[src/rtl/decode_issue.sv]
// decode_issue: ID stage between fetch and the ID/EX boundary.
// Decodes one instruction per cycle, drives the regfile read indices,
// forwards EX/MEM/WB results, inserts one bubble per load-use hazard and
// registers the decoded operands/control into the ID/EX outputs.
//
// Ports:
//   clk, rst                    clock, synchronous active-low reset
//   if_valid/if_ready           fetch handshake (if_ready registered)
//   if_instr/if_pc/if_exception fetched instruction, PC, exception code
//   rf_index_1/2, rf_out_1/2    regfile read indices (comb) and read data
//   ex_*, mem_*, wb_*           forwarding sources, ex_is_load for hazards
//   flush                       redirect: bubble, drop held instruction
//   id_*                        registered ID/EX pipeline outputs
module decode_issue #(
  parameter logic [7:0]  TRAP_STALL_CODE = 8'hFF,
  parameter int unsigned LINK_REG        = 31
) (
  input  logic        clk,
  input  logic        rst,
  input  logic        if_valid,
  output logic        if_ready,
  input  logic [31:0] if_instr,
  input  logic [31:0] if_pc,
  input  logic [7:0]  if_exception,
  output logic [4:0]  rf_index_1,
  output logic [4:0]  rf_index_2,
  input  logic [31:0] rf_out_1,
  input  logic [31:0] rf_out_2,
  input  logic        ex_wen,
  input  logic        ex_is_load,
  input  logic [4:0]  ex_windex,
  input  logic [31:0] ex_result,
  input  logic        mem_wen,
  input  logic [4:0]  mem_windex,
  input  logic [31:0] mem_result,
  input  logic        wb_wen,
  input  logic [4:0]  wb_windex,
  input  logic [31:0] wb_wdata,
  input  logic        flush,
  output logic        id_valid,
  output logic [31:0] id_pc,
  output logic [5:0]  id_opcode,
  output logic [5:0]  id_funct,
  output logic [31:0] id_op_a,
  output logic [31:0] id_op_b,
  output logic [31:0] id_imm,
  output logic [4:0]  id_windex,
  output logic        id_wen,
  output logic        id_is_load,
  output logic [7:0]  id_exception
);

  localparam int unsigned XLEN = 32;
  localparam int unsigned RW   = 5;
  localparam int unsigned EW   = 8;

  typedef enum logic [1:0] {
    WARMUP = 2'd0,
    RUN    = 2'd1,
    STALL  = 2'd2
  } state_t;

  state_t state_q, state_d;

  logic [XLEN-1:0] hold_instr, hold_pc;
  logic [EW-1:0]   hold_exc;

  logic [XLEN-1:0] src_instr, src_pc;
  logic [EW-1:0]   src_exc;
  logic [5:0]      opcode, funct;
  logic [RW-1:0]   rs, rt, rd;
  logic [15:0]     imm16;
  logic            reads_rt, hazard;
  logic [RW-1:0]   dec_windex;
  logic            dec_wen, dec_is_load;
  logic [XLEN-1:0] dec_imm, fwd_a, fwd_b;
  logic            issue, capture;

  // Decode source: the held instruction while stalled, fetch otherwise.
  always_comb begin
    src_instr = if_instr;
    src_pc    = if_pc;
    src_exc   = if_exception;
    if (state_q == STALL) begin
      src_instr = hold_instr;
      src_pc    = hold_pc;
      src_exc   = hold_exc;
    end
  end

  assign opcode     = src_instr[31:26];
  assign rs         = src_instr[25:21];
  assign rt         = src_instr[20:16];
  assign rd         = src_instr[15:11];
  assign imm16      = src_instr[15:0];
  assign funct      = src_instr[5:0];
  assign rf_index_1 = rs;
  assign rf_index_2 = rt;

  // rt is a true source only for R-type, BEQ, BNE and SW.
  assign reads_rt = (opcode == 6'h00) || (opcode == 6'h04) ||
                    (opcode == 6'h05) || (opcode == 6'h2B);

  // Excepting instructions never wait on a load: they will not execute.
  assign hazard = (src_exc == '0) && ex_is_load && ex_wen && (ex_windex != '0) &&
                  ((ex_windex == rs) || (reads_rt && (ex_windex == rt)));

  // Destination / write enable / immediate.
  always_comb begin
    dec_windex  = '0;
    dec_wen     = 1'b0;
    dec_is_load = (opcode == 6'h23);
    dec_imm     = {{16{imm16[15]}}, imm16};
    if (opcode == 6'h00) begin
      dec_windex = rd;
      dec_wen    = 1'b1;
    end else if (((opcode >= 6'h08) && (opcode <= 6'h0F)) || (opcode == 6'h23)) begin
      dec_windex = rt;
      dec_wen    = 1'b1;
    end else if (opcode == 6'h03) begin
      dec_windex = RW'(LINK_REG);
      dec_wen    = 1'b1;
    end
    if ((opcode >= 6'h0C) && (opcode <= 6'h0E)) begin
      dec_imm = {16'h0000, imm16};
    end else if (opcode == 6'h0F) begin
      dec_imm = {imm16, 16'h0000};
    end
  end

  // Operand A forwarding: EX (non-load) > MEM > WB > regfile; $0 reads 0.
  always_comb begin
    fwd_a = rf_out_1;
    if (rs == '0) begin
      fwd_a = '0;
    end else if (ex_wen && !ex_is_load && (ex_windex == rs)) begin
      fwd_a = ex_result;
    end else if (mem_wen && (mem_windex == rs)) begin
      fwd_a = mem_result;
    end else if (wb_wen && (wb_windex == rs)) begin
      fwd_a = wb_wdata;
    end
  end

  // Operand B forwarding, same priority.
  always_comb begin
    fwd_b = rf_out_2;
    if (rt == '0) begin
      fwd_b = '0;
    end else if (ex_wen && !ex_is_load && (ex_windex == rt)) begin
      fwd_b = ex_result;
    end else if (mem_wen && (mem_windex == rt)) begin
      fwd_b = mem_result;
    end else if (wb_wen && (wb_windex == rt)) begin
      fwd_b = wb_wdata;
    end
  end

  // Next state and issue/capture control; flush overrides everything.
  always_comb begin
    state_d = state_q;
    issue   = 1'b0;
    capture = 1'b0;
    case (state_q)
      WARMUP: state_d = RUN;
      RUN: begin
        if (if_valid) begin
          if (hazard) begin
            capture = 1'b1;
            state_d = STALL;
          end else begin
            issue = 1'b1;
          end
        end
      end
      STALL: begin
        if (!hazard) begin
          issue   = 1'b1;
          state_d = RUN;
        end
      end
      default: state_d = WARMUP;
    endcase
    if (flush) begin
      issue   = 1'b0;
      capture = 1'b0;
      state_d = RUN;
    end
  end

  // State, hold register and ID/EX outputs.
  always_ff @(posedge clk) begin
    if (!rst) begin
      state_q      <= WARMUP;
      if_ready     <= 1'b0;
      hold_instr   <= '0;
      hold_pc      <= '0;
      hold_exc     <= '0;
      id_valid     <= 1'b0;
      id_pc        <= '0;
      id_opcode    <= '0;
      id_funct     <= '0;
      id_op_a      <= '0;
      id_op_b      <= '0;
      id_imm       <= '0;
      id_windex    <= '0;
      id_wen       <= 1'b0;
      id_is_load   <= 1'b0;
      id_exception <= TRAP_STALL_CODE;
    end else begin
      state_q  <= state_d;
      if_ready <= (state_d == RUN);
      if (flush) begin
        hold_instr <= '0;
        hold_pc    <= '0;
        hold_exc   <= '0;
      end else if (capture) begin
        hold_instr <= if_instr;
        hold_pc    <= if_pc;
        hold_exc   <= if_exception;
      end
      if (issue) begin
        id_valid     <= 1'b1;
        id_pc        <= src_pc;
        id_opcode    <= opcode;
        id_funct     <= funct;
        id_op_a      <= fwd_a;
        id_op_b      <= fwd_b;
        id_imm       <= dec_imm;
        id_windex    <= dec_windex;
        id_wen       <= dec_wen && (src_exc == '0);
        id_is_load   <= dec_is_load;
        id_exception <= src_exc;
      end else begin
        id_valid     <= 1'b0;
        id_pc        <= '0;
        id_opcode    <= '0;
        id_funct     <= '0;
        id_op_a      <= '0;
        id_op_b      <= '0;
        id_imm       <= '0;
        id_windex    <= '0;
        id_wen       <= 1'b0;
        id_is_load   <= 1'b0;
        id_exception <= '0;
      end
    end
  end

endmodule

[config.mk]
export PLATFORM = sky130hd
export DESIGN_NAME = decode_issue
export DESIGN_NICKNAME = d
export VERILOG_FILES = /design/src/rtl/decode_issue.sv
export SDC_FILE = /design/constraint.sdc
export NUM_CORES = 1
export LEC_CHECK = 0
export ABC_AREA = 1
export BUFFER_PORTS_ARGS = -buffer_cell sky130_fd_sc_hd__buf_2
export CORE_AREA = 5 5 161 163
export CTS_BUF_LIST = sky130_fd_sc_hd__clkbuf_16
export DETAILED_ROUTE_END_ITERATION = 10
export DIE_AREA = 0 0 166 168
export MAX_ROUTING_LAYER = met4
export PLACE_DENSITY = 0.72
export SYNTH_ARGS = -nofsm -noshare
export SYNTH_HDL_FRONTEND = slang
export SYNTH_SLANG_ARGS = --single-unit
[constraint.sdc]
create_clock -name clk -period 3.4 [get_ports clk]
set_input_delay 0 -clock clk [delete_from_list [all_inputs] [get_ports clk]]
set_output_delay 0 -clock clk [all_outputs]
set_load 0.02 [all_outputs]
==> impl_metrics.toml <==
[synthesis]
yosys-top-cells-count = "nand2_1 (247), dfxtp_1 (231), nor2_1 (204)"
synth-async-reset-ratio = 0
avgSynthCellArea_sq_um = 7.10
synth_edf_count = 0
synthesis.nets = 1723
ys_top_cells_by_area = "dfxtp_1 (44%), nand2_1 (8.9%), nor2_1 (7.4%)"
synth.most_common_cell = "nand2_1"
yosys_register_bits = 231
synth_cells = 1464
synth_area_sq_um = 10400
yosysTopAreaCellShare = 0.445
synth_cell_type_count = 38
ys.flop_type = "dfxtp_1"
synth_seq_area_share = 0.445
ys.warnings.count = 0
yosys.area.top_type = "dfxtp_1"

[power_and_ir_drop]
ir_drop_mv = 0.363
power.density_nw_per_um2 = 416
p_leak_uw = 0.00789

[grt]
grt_max_degree = 73
grt_util_all_layers = 0.310
antenna_found_initial = 13
overflow = 0
grt_pass1_vias = 12900
grt_pass1_wl_microns = 69300

[cells_and_area]
nFillCells = 1902
syn_to_final_growth_pct = 54.0
multi_input_area_sq_um = 4780
seq_area_sq_um = 4620
drive_gt1_frac = 0.259
final_nets = 2324
final_core_util = 0.662

[timing]
min_period_ps = 3180
hold_violations = 0
rsz0062_at_grt = "no"
slew_viol_final = 0
clock-skew-final_ps = 18.4
max_slew_margin = 0.510
finalSetupTns_ps = 0
finalCritPeriodShare = 0.935
final-setup-viol-count = 0
max_freq_mhz = 314
worst_pin_slew_ps = 734

[clocking]
htreeDepth = 1
cts-root-buf = "clkbuf_16"
cts_tree = "done"
cts_num_sinks = 231
cts.clk_slew.worst_paths_ps = 60
clock_latency_ps = 550
cts_max_path_buffers = 3
post_cts_buffers = 0
cts_buffers = 26

[drt]
vias = 13200
final_antenna_net_count = 0
first_pass_iters = 7
drc = 0
drt-total-wl_microns = 45000
routedWlPerCell_microns = 18.6
first_iter_violations = 1494
via_per_inst = 5.43

[placement]
port_buffers = 421
gp_congestion = 0.963
dp_hpwl_microns = 28800

[critical_path]
cp_common_cell = "nand2_1"
crit_chain = "inv_1 -> ha_4 -> buf_6 -> nand2_1 -> nand2_1 -> o21ai_0 -> nor2_2 -> buf_4 -> nand4_1 -> a21oi_1 -> o22ai_1 -> dlygate4sd3_1 -> nor2_1"
slowest_stage = "dlygate4sd3_1"
end_kind = "flip-flop"
required_ps = 3860
worstPathMaxFanout = 32
cpPeakStageDelay_ps = 580
cp_data_arrival_time_ps = 3640
worstSetupPathType = "reg -> reg"
start_kind = "flip-flop"

[die]
start_util = 0.430
dieArea_sq_um = 27900
fp-row-count = 57
core_sq_um = 24200
dieWidth_microns = 166
die_h_microns = 168
num_io_pins = 422

[run_status]
status = "finished, final reports clean"

[run]
drv_cap = 0

[worst_hold_path]
min_path_type = "in -> reg"
[sequential cells by signal (all words and copies together) (netlist names)]
name	cells
hold_exc	8
hold_instr	32
hold_pc	32
id_exception	8
id_funct	6
id_imm	32
id_is_load	1
id_op_a	32
id_op_b	32
id_opcode	6
id_pc	32
id_valid	1
id_wen	1
id_windex	5
if_ready	1
state_q	2
[worst paths after layout]
| path | depth (start not counted) | to | from | slack, ps |
|---|---|---|---|---|
| worst max-delay path | 13 | id_op_b[16] | state_q[0] | 220 |
| worst min-delay path | 6 | id_op_b[30] | ex_wen | 80 |
| worst max register to register | 13 | id_op_b[16] | state_q[0] | 220 |
| worst min register to register | 2 | id_pc[27] | hold_pc[27] | 460 |
[where the power goes]
| group | internal [uW] | total (uW) | switching (uW) |
|---|---|---|---|
| clock network | 1800 | 3020 | 1220 |
| registers | 2730 | 2740 | 8.87 |
| logic | 440 | 908 | 467 |
[cell type report]
cell class,count,area share
Inverter,133,0.0313
Multi-Input combinational cell,989,0.299
Sequential cell,231,0.289
Timing Repair Buffer,684,0.296
Antenna cell,15,0.00234
Clock buffer,26,0.0406
Clock inverter,22,0.0174
Tap cell,324,0.0253
[worst max-delay path: cells and delay by family (launching register included)]
kind / cells / cell delay (ps)
DFF: 1 / 340
buffers and inverters: 4 / 1400
AOI/OAI and AO/OA: 3 / 390
adders and majority gates: 1 / 200
and+or+nand+nor: 5 / 740
[layout by cell type (no fill, tap or decap), types with 2 or more instances in the layout]
cell	count
nand3_1	13
nor3_1	54
xor2_1	8
o22ai_1	67
diode_2	15
dfxtp_1	231
clkinv_1	5
o21ai_0	119
inv_2	5
dlygate4sd3_1	231
nor2_2	3
nor2_4	2
buf_6	6
buf_4	22
or2_2	12
nor2_1	201
clkinv_2	4
nand4_1	40
o21ai_2	7
clkbuf_16	26
mux2i_1	6
a21oi_2	2
buf_12	4
clkinvlp_4	6
o21ai_1	77
bufinv_16	5
ha_1	3
o221ai_1	5
xnor2_1	2
a21oi_1	106
nand2_2	5
buf_2	421
inv_1	126
nand2_1	245
[per-stage QoR]
stage / total power [uW] / cell area [sq um] / hold slack (ps) / setup slack [ps] / std cells
detailed placement: 3420 / 12700 / 256 / 370 / 2130
floorplan: 3130 / 10400 / 142 / 991 / 1464
finish: 6660 / 16000 / 76.3 / 220 / 2424
global placement: 3420 / 12700 / 247 / 509 / 2130
CTS: 6650 / 15900 / 91.4 / 48.8 / 2409
global route: 6870 / 16000 / 150 / 6.19 / 2422
[metal layers]
layer	global-route usage	wire length [microns]
met5	-	0
met4	0.181	2960
met3	0.0626	4620
met2	0.499	21000
met1	0.360	16400
[cell families after synthesis]
kind of cell | after synthesis | synth area share
xor gates and xnor gates | 10 | 0.00843
buffers and inverters | 244 | 0.0998
adders and majority gates | 4 | 0.00481
DFF | 231 | 0.445
muxes | 6 | 0.00578
and+or+nand+nor | 579 | 0.233
AOI/OAI and AO/OA | 390 | 0.203
[repair_timing]
item,in CTS,in global routing
endpoints found under the hold margin,216,0
resized for setup,0,13
endpoints found under the setup margin,0,61
hold buffers,231,0
Power figures use the tool's default switching activity.
